===== src/rtl/jk_key_conditioner.sv =====
// Two-channel push-button conditioner: synchronise, debounce and pulse-on-press
// for the active-low J and K keys feeding the toggle FSM.

module jk_key_channel #(
    parameter int DEB_CYCLES = 50000,
    parameter int CNT_W      = 16
) (
    input  logic clk,
    input  logic rst,
    input  logic key_n,
    output logic pulse,
    output logic held
);
    // state     | meaning
    // IDLE      | key released and stable
    // PRESS_CHK | key seen down, counting stable pressed samples
    // HELD      | press confirmed, waiting for release
    // REL_CHK   | key seen up, counting stable released samples
    typedef enum logic [1:0] {
        IDLE      = 2'd0,
        PRESS_CHK = 2'd1,
        HELD      = 2'd2,
        REL_CHK   = 2'd3
    } state_t;

    localparam logic [CNT_W-1:0] CNT_LAST = CNT_W'(DEB_CYCLES - 1);

    logic [1:0]       sync_q;
    logic             pressed;
    state_t           state;
    logic [CNT_W-1:0] cnt;

    always_ff @(posedge clk or negedge rst) begin
        if (!rst) begin
            sync_q <= 2'b11;
        end else begin
            sync_q <= {sync_q[0], key_n};
        end
    end

    assign pressed = ~sync_q[1];

    always_ff @(posedge clk or negedge rst) begin
        if (!rst) begin
            state <= IDLE;
            cnt   <= '0;
            pulse <= 1'b0;
        end else begin
            pulse <= 1'b0;
            case (state)
                IDLE: begin
                    if (pressed) begin
                        state <= PRESS_CHK;
                        cnt   <= '0;
                    end
                end
                PRESS_CHK: begin
                    if (!pressed) begin
                        state <= IDLE;
                        cnt   <= '0;
                    end else if (cnt == CNT_LAST) begin
                        state <= HELD;
                        pulse <= 1'b1;
                    end else begin
                        cnt <= cnt + 1'b1;
                    end
                end
                HELD: begin
                    if (!pressed) begin
                        state <= REL_CHK;
                        cnt   <= '0;
                    end
                end
                REL_CHK: begin
                    // a press during release checking is bounce, not a new press
                    if (pressed) begin
                        state <= HELD;
                        cnt   <= '0;
                    end else if (cnt == CNT_LAST) begin
                        state <= IDLE;
                    end else begin
                        cnt <= cnt + 1'b1;
                    end
                end
            endcase
        end
    end

    assign held = (state == HELD) || (state == REL_CHK);

endmodule

module jk_key_conditioner #(
    parameter int DEB_CYCLES = 50000,
    parameter int CNT_W      = 16
) (
    input  logic clk,
    input  logic rst,
    input  logic key_j_n,
    input  logic key_k_n,
    output logic j,
    output logic k,
    output logic j_held,
    output logic k_held
);

    jk_key_channel #(
        .DEB_CYCLES (DEB_CYCLES),
        .CNT_W      (CNT_W)
    ) u_chan_j (
        .clk   (clk),
        .rst   (rst),
        .key_n (key_j_n),
        .pulse (j),
        .held  (j_held)
    );

    jk_key_channel #(
        .DEB_CYCLES (DEB_CYCLES),
        .CNT_W      (CNT_W)
    ) u_chan_k (
        .clk   (clk),
        .rst   (rst),
        .key_n (key_k_n),
        .pulse (k),
        .held  (k_held)
    );

endmodule


===== config.mk =====
export PLATFORM = sky130hd
export DESIGN_NAME = jk_key_conditioner
export DESIGN_NICKNAME = d
export VERILOG_FILES = /design/src/rtl/jk_key_conditioner.sv
export SDC_FILE = /design/constraint.sdc
export NUM_CORES = 1
export LEC_CHECK = 0
export ABC_AREA = 0
export CAP_MARGIN = 0
export CORE_AREA = 2 2 71 73
export DETAILED_ROUTE_END_ITERATION = 12
export DIE_AREA = 0 0 73 75
export HOLD_SLACK_MARGIN = 0.02
export PLACE_DENSITY = 0.68
export SYNTH_ARGS = -nofsm -noshare
export SYNTH_HDL_FRONTEND = slang
export SYNTH_HIERARCHICAL = 1
export SYNTH_SLANG_ARGS = --single-unit

===== constraint.sdc =====
create_clock -name clk -period 1.7 [get_ports clk]
set_input_delay 0.34 -clock clk [delete_from_list [all_inputs] [get_ports clk]]
set_output_delay 0.34 -clock clk [all_outputs]
set_load 0.005 [all_outputs]

---- Word level (Yosys, flattened, before mapping) ----
Index checks and enable logic that the tools add are counted.
storage, ports and cells
  bits in registers ....................... 42
  bits in latches ......................... 0
  bits in writable memories ............... 0
  bits in read-only memories .............. 0
  bits of input ports ..................... 4
  output and inout port bits .............. 4
  memories kept ........................... 0
cells by class
  $add $sub $neg .......................... 2
  multiply operators ...................... 0
  div/mod/pow operators ................... 0
  order comparisons ....................... 0
  eq/ne operators ......................... 16
  shift-type cells ........................ 0
  muxes and demuxes ....................... 32
  bitwise logic cells ..................... 0
  reductions and logical operators ........ 8
operator list
  cell                   count
  $mux 16                10
  $pmux 16 s4            2
  $add 16x1->16 const B  2
  $eq 16x16->1 const B   2
  $mux 2                 12
  $pmux 2 s4             2
  $eq 2x2->1 const B     4
  $reduce_and 4->1       2
  $mux 1                 6
  $ne 3x1->1 const B     2
  $ne 3x3->1 const B     2
  $eq 2x1->1 const B     2
  $logic_not 2->1        2
  $ne 2x1->1 const B     2
  $ne 2x2->1 const B     2
  $reduce_and 2->1       2
  $logic_or 1x1->1       2

---- Depth between registers and ports, before layout ----
  depth after elaboration ................. 4
  mapped depth ............................ 5

---- Cells and area by module ----
The synthesis kept the hierarchy.
modules (own cells, without submodules)
  module          instances  cells each  area an instance (µm²)  seq. area each (µm²)
  jk_key_channel  2          112         1133.6                  528.0

---- Worst setup path before layout ----
No wires, ideal clock.
  path kind ............................... flip-flop to flip-flop
  start point ............................. register u_chan_j.cnt[0]
  end point ............................... register u_chan_j.cnt[3]
  library setup time ...................... 76 ps
  data arrival time ....................... 1707 ps
  path slack .............................. -83 ps
  cell stages (with the launch flop) ...... 6
  buffers on the path ..................... 0
  period minus slack after synthesis ...... 1783 ps
  path through ............................ dfrtp_1 -> ha_1 -> and3_1 -> a41o_4 -> or4_4 -> a21oi_2
between the ends
  word-level cells in the longest chain between the ends .. 4
  elaborated cells between the ends (all ways) .. 6
  classes of those cells .................. 1 x add/sub; 1 x eq/ne; 4 x mux
ends and longest elaborated chain
  element                                               RTL line  text
  start, declared                                       31        logic [CNT_W-1:0] cnt;
  start signal, assigned                                65        cnt <= cnt + 1'b1;
  start signal, assigned                                82        cnt <= cnt + 1'b1;
  $add 16x1->16 / $eq 16x16->1 (equally long branches)  --
  $mux 16 *                                             61, 79
  $mux 16, on equally long branches                     76, 58
  $pmux 16 s4 *                                         50        case (state)
Every way passes the cells marked *; elsewhere a longest branch is shown, timed or not.
A chain may end at the register's enable or synchronous reset.

==> run_results.csv <==
group,metric,value,unit
finish,nets,264,
placement,io_buffers,7,
detailed_routing,drt_wl_total,4.595,mm
sta,post-route-period-util,98.99,%
sta,final.setup.tns,0,ps
power,leakagePower,1.079,nW
clock_network,cts_made_buffers,5,
detailed_routing,dr.pass1.iters,4,
placement,gp_congestion,0.8360,
synthesis,synth_area,0.002267,mm^2
detailed_routing,wire_per_inst,14.68,um
sta,hold_viol_final,0,
critical_path,rrSetupSlack,20,ps
min_path,holdCritPathClass,"register to register",
finish,fin_cells,313,
synthesis,ys_seq_elements,42,
finish,area_growth_syn_to_layout,21.36,%
sta,setup-violations-final,0,
placement,dp.cells,301,
critical_path,cpLargestDelayFamily,"buffers and inverters",
synthesis,synthTopCellsByArea,"dfrtp_1 42%, xnor2_1 6.2%, dfstp_2 4.6%",
status,status,"completed",
finish,final_area,0.002751,mm^2
critical_path,endpoint_kind,"output pin",
sta,tightestPinTransition,687.6,ps
placement,hpwl,3.331,mm
synthesis,synth_top_area_share,41.94,%
critical_path,crit_path_max_fanout,4,
finish,antenna_cells,0,
floorplan,ios,8,
power,vdd_ir_drop_max,511.9,uV
grt,grt_antenna_before_repair,0,
synthesis,synth_cell_types,39,
clock_network,clock_latency,300,ps
clock_network,htree_levels,2,
synthesis,syn_nets,230,
synthesis,synth_warnings,6,
synthesis,synth_cells,224,
detailed_routing,drc,0,
sta,post-route-min-period,1683,ps
sta,fin_worst_hold_slack,358.5,ps
placement,placed_area,0.002560,mm^2
grt,grt_max_degree,27,
clock_network,clkTransAtPathRegs,80,ps
clock_network,cts_tree,"done",
clock_network,cts_buffer_depth,2,
floorplan,die_h,75,um
floorplan,die_area,0.005475,mm^2
synthesis,synth_top_area_cell,"dfrtp_1",
clock_network,cts_num_sinks,42,
grt,gr-total-overflow,0,
detailed_routing,drt_iter0_markers,94,
critical_path,timing.critical_path.buf_inv,1,
synthesis,synth-edff-count,0,
critical_path,cpPeakStageDelay,560,ps
detailed_routing,antenna_left,0,
critical_path,slowest_stage,"clkdlybuf4s50_1",
grt,grt_first_pass_wirelength,7.866,mm
critical_path,crit_arrival,1340,ps
sta,max_freq,594.2,MHz
clock_network,cts_root_buffer,"clkbuf_8",
synthesis,ys.flop_type,"dfrtp_1",
sta,fin_skew,7.652,ps
sta,rsz0062_at_grt,"yes",
grt,grt_pass1_vias,1636,
finish,final_util,59.03,%
floorplan,die_x,73,um
detailed_routing,vias,1774,
floorplan,start_util,48.64,%
detailed_routing,vias_per_cell,5.668,
synthesis,synth-seq-area-share,46.58,%
critical_path,cp.required,1360,ps
finish,drive_gt1_share,27.41,%
grt,track_usage,18.76,%
critical_path,start_kind,"register",
critical_path,cp_cell_sequence,"clkdlybuf4s50_1",
job,drv_cap,0,
synthesis,async_flop_share,100.0,%
floorplan,core_area,0.004661,mm^2
synthesis,synth.avg_cell_area,10.12,um^2
floorplan,rows,25,
sta,slew_headroom,53.83,%
critical_path,worstSetupPathType,"register to output pin",
sta,slew_viol_final,0,
power,power_density,677.8,mW/mm^2
==> synth_stat cells, types with 4 or more instances <==
| cell type | n |
|---|---|
| dfrtp_1 | 38 |
| nand2_1 | 20 |
| nor2_1 | 20 |
| xnor2_1 | 16 |
| inv_1 | 12 |
| nand3_1 | 12 |
| nor4_1 | 10 |
| o21ai_0 | 10 |
| nand4_1 | 8 |
| a21oi_1 | 6 |
| nor3_1 | 6 |
| a22o_1 | 4 |
| and3_1 | 4 |
| dfstp_2 | 4 |
| mux2i_1 | 4 |
| o22ai_1 | 4 |
==> metrics by stage <==
step,worst slack (ps),power (mW)
detailed placement,-6.406,1.198
finish,17.15,1.865
floorplan,44.43,1.128
global route,-34.14,1.953
global placement,-6.479,1.196
CTS,10.13,1.885
==> worst paths after layout <==
| path | from | endpoint | depth (start not counted) |
|---|---|---|---|
| max in group asynchronous | rst | u_chan_j/sync_q[1]$_DFF_PN1_ | 3 |
| max reg2reg | u_chan_j/cnt[0]$_DFFE_PN0P_ | u_chan_j/cnt[3]$_DFFE_PN0P_ | 5 |
| min | u_chan_j/sync_q[0]$_DFF_PN1_ | u_chan_j/sync_q[1]$_DFF_PN1_ | 0 |
| max | register | k_held | 1 |
| min reg2reg | u_chan_j/sync_q[0]$_DFF_PN1_ | u_chan_j/sync_q[1]$_DFF_PN1_ | 0 |
| min in group asynchronous | rst | u_chan_j/cnt[9]$_DFFE_PN0P_ | 2 |
==> placed cells by master (no fill, tap or decap), types with 3 or more instances in the layout <==
master | Yosys | final
o22ai_1 | 4 | 4
inv_1 | 12 | 12
mux2i_1 | 4 | 4
dfstp_2 | 4 | 4
clkdlybuf4s50_1 | 0 | 6
or4_4 | 2 | 3
a21oi_1 | 6 | 6
buf_4 | 2 | 23
xnor2_1 | 16 | 15
a22o_1 | 4 | 4
nand4_1 | 8 | 8
clkbuf_8 | 0 | 6
nand2_1 | 20 | 20
nand3_1 | 12 | 12
nor3_1 | 6 | 6
nor2_1 | 20 | 19
nor4_1 | 10 | 8
o21ai_0 | 10 | 9
dfrtp_1 | 38 | 36
==> final cells by class <==
cell class              count  area, um^2
fillers                   386        1909
inverters                  12       45.04
clock buffers               6       82.58
flip-flops and latches     42        1059
multi-input cells         164        1206
well taps                  54       67.56
repair buffers             33       279.0
clock inverters             2       12.51
==> layer usage <==
layer | global-route usage [%] | vias to the layer above | share of wire, %
met1 | 27.02 | 856 | 50
met3 | 4.016 | 7 | 3.6
met4 | 7.407 | 0 | 1.6
met5 | 0 | - | 0
li1 | - | 881 | -
met2 | 27.73 | 30 | 45
==> flip-flops by register name, indices dropped and copies added (netlist names), named ones only <==
signal,cells
u_chan_k/pulse,1
u_chan_j/sync_q,2
u_chan_k/sync_q,2
u_chan_j/pulse,1
u_chan_k/state,1
u_chan_j/state,1
u_chan_k/cnt,16
u_chan_j/cnt,16
==> worst reg2reg max path: cells and delay by family (launching register included) <==
| kind | cells | cell delay (ps) |
|---|---|---|
| AO/OA/AOI/OAI | 2 | 410 |
| adder cells (fa/ha/maj) | 1 | 190 |
| flip-flops | 1 | 420 |
| AND/OR/NAND/NOR | 2 | 600 |
==> kinds of logic after synthesis <==
kind of cell / synth area share (%)
multiplexers: 1.766
buffers and inverters: 3.421
AO/OA/AOI/OAI: 12.47
adder cells (fa/ha/maj): 1.104
flip-flops: 46.58
AND/OR/NAND/NOR: 27.04
XOR/XNOR: 7.616
==> power breakdown <==
| part | internal (mW) | switching [mW] |
|---|---|---|
| Combinational | 0.0647 | 0.0872 |
| Sequential | 1.02 | 0.0182 |
| Clock | 0.326 | 0.350 |
| Total | 1.41 | 0.455 |
==> what timing repair did <==
item / in CTS / in global routing
hold buffers: 1 / 0
gates resized for setup: 2 / 11
endpoints found under the hold margin: 16 / 0
buffers inserted: 1 / 2
pin swaps: 1 / 10
gates cloned: 0 / 0
setup endpoints to repair: 5 / 15
No activity file was read; power rests on OpenSTA's default activity.
